===== src/rtl/traffic_lamp_pkg.sv =====
// Shared types and constants for the traffic lamp monitor.
//   phase_e      : per-direction phase (UNK/RED/YEL/GRN)
//   ERR_*        : error codes reported on ERR_CODE
//   LAMP_*/FLD_* : bit positions of the six-lamp bus
//   decode_lamp  : 3-bit lamp field -> {ok, phase}
package traffic_lamp_pkg;

  typedef enum logic [1:0] {
    PH_UNK = 2'd0,
    PH_RED = 2'd1,
    PH_YEL = 2'd2,
    PH_GRN = 2'd3
  } phase_e;

  localparam logic [2:0] ERR_ENC       = 3'd1;
  localparam logic [2:0] ERR_CONFLICT  = 3'd2;
  localparam logic [2:0] ERR_SEQ       = 3'd3;
  localparam logic [2:0] ERR_YEL_SHORT = 3'd4;
  localparam logic [2:0] ERR_YEL_LONG  = 3'd5;
  localparam logic [2:0] ERR_GRN_SHORT = 3'd6;

  // Each direction occupies a 3-bit field: R, Y, G from LSB up.
  localparam int LAMP_FLD_W = 3;
  localparam int LAMP_A_LSB = 0;
  localparam int LAMP_B_LSB = 3;
  localparam int FLD_R      = 0;
  localparam int FLD_Y      = 1;
  localparam int FLD_G      = 2;

  typedef struct packed {
    logic   ok;
    phase_e ph;
  } lamp_dec_t;

  function automatic lamp_dec_t decode_lamp(input logic [LAMP_FLD_W-1:0] f);
    lamp_dec_t r;
    r.ok = $onehot(f);
    r.ph = PH_UNK;
    if (r.ok) begin
      if (f[FLD_G])      r.ph = PH_GRN;
      else if (f[FLD_Y]) r.ph = PH_YEL;
      else if (f[FLD_R]) r.ph = PH_RED;
    end
    return r;
  endfunction

endpackage


===== src/rtl/traffic_lamp_monitor_if.sv =====
// Lamp bus between the traffic-light controller (master) and the monitor (slave).
//   LAMP     : [0]=A_R [1]=A_Y [2]=A_G [3]=B_R [4]=B_Y [5]=B_G
//   LAMP_VLD : sample qualifier
interface traffic_lamp_monitor_if;
  logic [5:0] LAMP;
  logic       LAMP_VLD;

  modport master (output LAMP, output LAMP_VLD);
  modport slave  (input  LAMP, input  LAMP_VLD);
endinterface


===== src/rtl/traffic_lamp_monitor_lamp_dir_tracker.sv =====
// Per-direction phase tracker: FSM, dwell counter and the ENC/SEQ/timing checks.
//   clk, rstn : clock, synchronous active-low reset
//   vld       : sample qualifier; nothing advances when low
//   field     : this direction's 3-bit lamp field
//   state     : registered phase
//   nxt_state : phase this sample moves to (equals state when vld=0)
//   err       : violation flags indexed by error code (combinational, vld-gated)
module lamp_dir_tracker
  import traffic_lamp_pkg::*;
#(
  parameter int CNT_W   = 8,
  parameter int YEL_MIN = 2,
  parameter int YEL_MAX = 8,
  parameter int GRN_MIN = 4
) (
  input  logic                  clk,
  input  logic                  rstn,
  input  logic                  vld,
  input  logic [LAMP_FLD_W-1:0] field,
  output logic [1:0]            state,
  output logic [1:0]            nxt_state,
  output logic [6:1]            err
);

  localparam logic [CNT_W-1:0] DW_MAX = '1;

  phase_e           state_q, state_d;
  logic [CNT_W-1:0] dwell_q, dwell_d;
  lamp_dec_t        dec;
  logic             legal;

  always_ff @(posedge clk) begin
    if (!rstn) begin
      state_q <= PH_UNK;
      dwell_q <= '0;
    end else begin
      state_q <= state_d;
      dwell_q <= dwell_d;
    end
  end

  always_comb begin
    state_d = state_q;
    dwell_d = dwell_q;
    err     = '0;
    legal   = 1'b0;
    dec     = decode_lamp(field);
    if (vld) begin
      if (!dec.ok) begin
        err[ERR_ENC] = 1'b1;
        state_d      = PH_UNK;
        dwell_d      = '0;
      end else begin
        state_d = dec.ph;
        if (state_q == PH_UNK) begin
          // Resync: first clean value after UNK is trusted as-is.
          dwell_d = CNT_W'(1);
        end else if (dec.ph == state_q) begin
          dwell_d = (dwell_q == DW_MAX) ? dwell_q : dwell_q + CNT_W'(1);
          // Equality (not >=) so a long yellow is reported once per phase.
          if (state_q == PH_YEL && dwell_d == CNT_W'(YEL_MAX + 1))
            err[ERR_YEL_LONG] = 1'b1;
        end else begin
          dwell_d = CNT_W'(1);
          legal = (state_q == PH_GRN && dec.ph == PH_YEL) ||
                  (state_q == PH_YEL && dec.ph == PH_RED) ||
                  (state_q == PH_RED && dec.ph == PH_GRN);
          if (!legal) err[ERR_SEQ] = 1'b1;
          if (state_q == PH_YEL && dec.ph == PH_RED && dwell_q < CNT_W'(YEL_MIN))
            err[ERR_YEL_SHORT] = 1'b1;
          if (state_q == PH_GRN && dec.ph == PH_YEL && dwell_q < CNT_W'(GRN_MIN))
            err[ERR_GRN_SHORT] = 1'b1;
        end
      end
    end
  end

  assign state     = state_q;
  assign nxt_state = state_d;

endmodule


===== src/rtl/traffic_lamp_monitor.sv =====
// Receive-side checker for the six-lamp traffic-light bus.
//   CK, RSTN   : clock, synchronous active-low reset
//   bus        : lamp bus (slave side): LAMP, LAMP_VLD
//   ERR_CLR    : clears the sticky error (a same-cycle violation still latches)
//   ERR        : sticky error flag, ERR_CODE / ERR_DIR hold the first violation
//   ERR_PULSE  : one cycle per sample with any violation
//   A_STATE/B_STATE : per-direction phase
//   CYCLES     : count of A RED->GRN moves, wrapping
module traffic_lamp_monitor
  import traffic_lamp_pkg::*;
#(
  parameter int CNT_W   = 8,
  parameter int YEL_MIN = 2,
  parameter int YEL_MAX = 8,
  parameter int GRN_MIN = 4
) (
  input  logic                   CK,
  input  logic                   RSTN,
  traffic_lamp_monitor_if.slave  bus,
  input  logic                   ERR_CLR,
  output logic                   ERR,
  output logic [2:0]             ERR_CODE,
  output logic                   ERR_DIR,
  output logic                   ERR_PULSE,
  output logic [1:0]             A_STATE,
  output logic [1:0]             B_STATE,
  output logic [CNT_W-1:0]       CYCLES
);

  localparam int NUM_DIR = 2;

  logic [NUM_DIR-1:0][1:0] st, nxt;
  logic [NUM_DIR-1:0][6:1] derr;

  for (genvar d = 0; d < NUM_DIR; d++) begin : g_dir
    localparam int BASE = (d == 0) ? LAMP_A_LSB : LAMP_B_LSB;
    lamp_dir_tracker #(
      .CNT_W(CNT_W), .YEL_MIN(YEL_MIN), .YEL_MAX(YEL_MAX), .GRN_MIN(GRN_MIN)
    ) u_trk (
      .clk       (CK),
      .rstn      (RSTN),
      .vld       (bus.LAMP_VLD),
      .field     (bus.LAMP[BASE +: LAMP_FLD_W]),
      .state     (st[d]),
      .nxt_state (nxt[d]),
      .err       (derr[d])
    );
  end

  logic             err_q, err_d;
  logic [2:0]       code_q, code_d;
  logic             dir_q, dir_d;
  logic             pulse_q, pulse_d;
  logic [CNT_W-1:0] cycles_q, cycles_d;
  logic             conflict, any_err, a_r2g;
  logic [2:0]       sel_code;
  logic             sel_dir;

  always_comb begin
    conflict = bus.LAMP_VLD &&
               (nxt[0] == PH_YEL || nxt[0] == PH_GRN) &&
               (nxt[1] == PH_YEL || nxt[1] == PH_GRN);
    any_err  = (|derr[0]) || (|derr[1]) || conflict;

    // Walk codes high to low so the lowest code is written last; A after B
    // so A wins on a tie. CONFLICT is always attributed to A.
    sel_code = '0;
    sel_dir  = 1'b0;
    for (int c = 6; c >= 1; c--) begin
      if (derr[1][c]) begin sel_code = 3'(c); sel_dir = 1'b1; end
      if (derr[0][c]) begin sel_code = 3'(c); sel_dir = 1'b0; end
      if (c == int'(ERR_CONFLICT) && conflict) begin
        sel_code = ERR_CONFLICT;
        sel_dir  = 1'b0;
      end
    end

    err_d  = err_q;
    code_d = code_q;
    dir_d  = dir_q;
    if (any_err && (!err_q || ERR_CLR)) begin
      err_d  = 1'b1;
      code_d = sel_code;
      dir_d  = sel_dir;
    end else if (ERR_CLR) begin
      err_d  = 1'b0;
      code_d = '0;
      dir_d  = 1'b0;
    end
    pulse_d = any_err;

    // UNK->GRN is a resync, not a completed cycle.
    a_r2g    = bus.LAMP_VLD && st[0] == PH_RED && nxt[0] == PH_GRN;
    cycles_d = cycles_q + CNT_W'(a_r2g);
  end

  always_ff @(posedge CK) begin
    if (!RSTN) begin
      err_q    <= 1'b0;
      code_q   <= '0;
      dir_q    <= 1'b0;
      pulse_q  <= 1'b0;
      cycles_q <= '0;
    end else begin
      err_q    <= err_d;
      code_q   <= code_d;
      dir_q    <= dir_d;
      pulse_q  <= pulse_d;
      cycles_q <= cycles_d;
    end
  end

  assign ERR       = err_q;
  assign ERR_CODE  = code_q;
  assign ERR_DIR   = dir_q;
  assign ERR_PULSE = pulse_q;
  assign A_STATE   = st[0];
  assign B_STATE   = st[1];
  assign CYCLES    = cycles_q;

endmodule

===== src/flat_wrapper.sv =====
// flat-port wrapper written by rule: the top's interface ports become plain ports
module traffic_lamp_monitor_flat import traffic_lamp_pkg::*;
#(
  parameter int CNT_W   = 8,
  parameter int YEL_MIN = 2,
  parameter int YEL_MAX = 8,
  parameter int GRN_MIN = 4
)
  (CK, RSTN, ERR_CLR, ERR, ERR_CODE, ERR_DIR, ERR_PULSE, A_STATE, B_STATE, CYCLES, bus_LAMP, bus_LAMP_VLD);
  traffic_lamp_monitor_if bus_i ();
  input  logic CK;
  input  logic RSTN;
  input  logic ERR_CLR;
  output logic ERR;
  output logic [2:0] ERR_CODE;
  output logic ERR_DIR;
  output logic ERR_PULSE;
  output logic [1:0] A_STATE;
  output logic [1:0] B_STATE;
  output logic [CNT_W-1:0] CYCLES;
  input wire logic [$bits(bus_i.LAMP)-1:0] bus_LAMP;
  input wire logic [$bits(bus_i.LAMP_VLD)-1:0] bus_LAMP_VLD;
  assign bus_i.LAMP = bus_LAMP;
  assign bus_i.LAMP_VLD = bus_LAMP_VLD;
  traffic_lamp_monitor #(.CNT_W(CNT_W), .YEL_MIN(YEL_MIN), .YEL_MAX(YEL_MAX), .GRN_MIN(GRN_MIN)) u_core (.CK(CK), .RSTN(RSTN), .bus(bus_i), .ERR_CLR(ERR_CLR), .ERR(ERR), .ERR_CODE(ERR_CODE), .ERR_DIR(ERR_DIR), .ERR_PULSE(ERR_PULSE), .A_STATE(A_STATE), .B_STATE(B_STATE), .CYCLES(CYCLES));
endmodule

===== config.mk =====
export PLATFORM = sky130hd
export DESIGN_NAME = traffic_lamp_monitor_flat
export DESIGN_NICKNAME = d
export VERILOG_FILES = /design/src/rtl/traffic_lamp_pkg.sv /design/src/rtl/traffic_lamp_monitor_if.sv /design/src/rtl/traffic_lamp_monitor_lamp_dir_tracker.sv /design/src/rtl/traffic_lamp_monitor.sv /design/src/flat_wrapper.sv
export SDC_FILE = /design/constraint.sdc
export NUM_CORES = 1
export LEC_CHECK = 0
export ABC_AREA = 1
export BUFFER_PORTS_ARGS = -buffer_cell sky130_fd_sc_hd__buf_2
export CORE_MARGIN = 1.5
export CORE_UTILIZATION = 54
export CTS_BUF_LIST = sky130_fd_sc_hd__clkbuf_2
export CTS_CLUSTER_DIAMETER = 200
export DETAILED_ROUTE_END_ITERATION = 16
export GPL_TIMING_DRIVEN = 0
export PLACE_DENSITY = 0.86
export SLEW_MARGIN = 15
export SYNTH_ARGS = -nofsm -noshare
export SYNTH_HDL_FRONTEND = slang
export SYNTH_SLANG_ARGS = --single-unit

===== constraint.sdc =====
create_clock -name CK -period 6.45 [get_ports CK]
set_input_delay 1.935 -clock CK [delete_from_list [all_inputs] [get_ports CK]]
set_output_delay 1.935 -clock CK [all_outputs]
set_load 0.005 [all_outputs]

==> metrics.md <==
| Metric | Value |
|---|---|
| Yosys reg bits | `34` |
| TritonCTS clock tree | `built` |
| FILL cells | `433` |
| Root Buffer | `clkbuf_2` |
| Share of post-route cells with drive strength above 1 | `0.150` |
| Clk_lat worst skew | `approximately 400 ps` |
| Share of the synthesized area in the top cell type | `0.281` |
| Synth cell count leaders | `nand2_1 (104), inv_1 (57), nor2_1 (39)` |
| Netlist Area Pre-Place | `between 2000 and 2500 sq um` |
| Die height | `approximately 70 um` |
| Ys async rst share | `0` |
| Drt pass-1 iters | `4` |
| Synth Area in Adders | `0.0372` |
| Setup Crit Path Kind | `primary input to register` |
| Arrival time worst endpoint | `4310 ps` |
| Setup-failing EPs final | `0` |
| Place WS | `approximately 2000 ps` |
| Max clock buf depth | `2` |
| Synth Area in Compound Gates | `0.118` |
| Syn_nets | `401` |
| Clock transition at path regs | `200 ps` |
| Final core occ | `0.617` |
| ANT cells | `0` |
| Area grow syn2layout | `10.2%` |
| Setup tns final | `0 ps` |
| Dominant register cell in the synthesized netlist | `dfxtp_1` |
| RSZ-0062 raised after global routing | `false` |
| Routed Antenna Nets | `0` |
| Final period util | `0.617` |
| Ys Warns | `0` |
| Initial antenna violation count | `0` |
| H-tree levels | `2` |
| Initial core utilization | `0.560` |
| Post-Synth XOR/XNOR Area | `0.0289` |
| Hold Crit Class | `register to register` |
| DP HPWL | `4060 um` |
| Most common cell in the netlist | `nand2_1` |
| Vias in the first global route | `about 2200` |
| Total congestion overflow | `0` |
| Core ar. | `around 4300 sq um` |
| Status | `finished, final reports clean` |
| Row cnt | `24` |
| Synth cell types | `between 40 and 50` |
| Setup crit start kind | `primary input` |
| Peak VDD IR | `0.000107 V` |
| Max Cap Violations | `0` |
| # Post-CTS Setup Buffers | `0` |
| Placed Cells | `464` |
| Hold slack | `between 400 and 500 ps` |
| Final instance area | `2670 sq um` |
| Largest net degree at the start of global routing | `13` |
| Post-synthesis mux area share | `0` |
| Crit Path Max Fanout | `6` |
| DRT iter0 DRCs | `194` |
| Inserted Clock Buffers | `5` |
| WL final | `between 5000 and 6000 um` |
| Mapped Cells | `between 300 and 400` |
| Slew Limit Fails | `0` |
| CTS resizes | `0` |
| Vias per cell | `around 5.3` |
| Vias | `2491` |
| Chip width | `around 70 um` |
| Final setup skew | `approximately 7.2 ps` |
| Crit. End Element | `register` |
| Worst rel slew slack | `0.584` |
| WP data required | `roughly 6800 ps` |
| Post-synth EDFFs | `0` |
| Slew @ Worst Pin | `approximately 620 ps` |
| Placed Area | `~2600 sq um` |
| CTS Hold Bufs | `0` |
| Synth area leader | `dfxtp_1` |
| Final critical-path required period | `around 4000 ps` |
| Non-filler instance count after layout | `roughly 470` |
| Drt drc | `0` |
| Die ar. | `between 4000 and 5000 sq um` |
| IO buf count | `27` |
| WL/cell | `about 11 um` |
| Final hold violation count | `0` |
| IO Count | `28` |
| Worst setup margin | `2470 ps` |
| Main combinational cell family by area after synthesis | `simple AND/OR/NAND/NOR gates` |
| Syn_area_per_cell | `between 6 and 7 sq um` |
| GPL Wtd Cong | `0.898` |
| Pwr/cell area | `~150 nW/um^2` |
| GRT Total Usage | `0.234` |
| # nets final | `~440` |
| P_leak | `between 1 and 1.5 nW` |
| First-pass GRT wire length | `9400 um` |
| Max Clock Freq | `about 250 MHz` |
| Synth top area cells | `dfxtp_1 (28%), nand2_1 (16%), inv_1 (8.8%), nand3_1 (6.6%), nor2_1 (6.0%)` |
| Simple-gate share of the synthesized area | `0.434` |
| Register area share after synthesis | `0.281` |
| Design Power | `0.402 mW` |
| Clock sinks | `34` |
## cell type report
type                            instances  area (sq um)  area share
Sequential cell                        34           681       0.255
Tap cell                               52          65.1      0.0244
Buffer                                  4          15.0     0.00563
Multi-Input combinational cell        286          1500       0.561
Clock inverter                          3          21.3     0.00797
Inverter                               61           229      0.0858
Timing Repair Buffer                   27           135      0.0506
Clock buffer                            5          25.0     0.00938
## layer usage
metal / vias up / share of wire / global-route usage
li1: 1312 / - / -
met2: 70 / 0.42 / 0.358
met1: 1098 / 0.51 / 0.322
met3: 11 / 0.044 / 0.0462
met5: - / 0 / 0
met4: 0 / 0.022 / 0.0983
## state kept, by name (all words and copies together), names as in the netlist
name	count
u_core.ERR_DIR	1
u_core.ERR	1
u_core.g_dir.u_trk.state	4
u_core.CYCLES	8
u_core.ERR_CODE	3
u_core.g_dir.u_trk.dwell_q	16
u_core.ERR_PULSE	1
## placed cells by master (no fill, tap or decap), drive strengths merged
cell      count
or3           1
xnor2         2
dfxtp        34
o31ai         2
o221ai        1
clkinvlp      1
o211ai        1
a31oi         1
buf          28
nand2       109
clkbuf        8
inv          59
clkinv        4
nand3b        3
nor4          2
o21ai        12
nor2         49
and3          1
nand4        11
and2          1
o21bai        1
o21a          1
o2111ai       1
xor2          6
fa            2
a21oi        29
nor3          9
ha            4
a22oi         1
nand3        36
## critical path, stage by stage
cell       delay (ps)
buf_2             120
fa_1              520
inv_1              50
nor2_2            130
o21ai_1           210
nor2_1            200
o2111ai_1         150
inv_1              90
ha_1              160
ha_1              170
nand2_1            70
nor2_1            170
nand3_1           120
o21ai_0           170
a21oi_1            50
## power breakdown
part	switching (mW)	total (mW)	internal [mW]
clock	0.0831	0.110	0.0266
combinational	0.0489	0.0736	0.0247
sequential	0.00397	0.219	0.215
## final timing paths
check,startpoint,depth (start not counted),end,slack (ps)
worst min-delay path,u_core.ERR_CODE[1],2,u_core.ERR_CODE[1],490
worst max-delay path,bus_LAMP[0],15,u_core.CYCLES[6],2470
worst min register to register,u_core.ERR_CODE[1],2,u_core.ERR_CODE[1],490
worst max register to register,u_core.g_dir[0].u_trk.dwell_q[1],13,u_core.ERR_CODE[0],4260
## logic make-up (layout without fill, tap and decap cells)
family / Yosys count / after routing
and+or+nand+nor: 222 / 222
buffers and inverters: 65 / 100
AOI/OAI and AO/OA: 50 / 50
DFF: 34 / 34
xor gates and xnor gates: 8 / 8
adders and majority gates: 6 / 6
No activity file was read; power rests on OpenSTA's default activity.
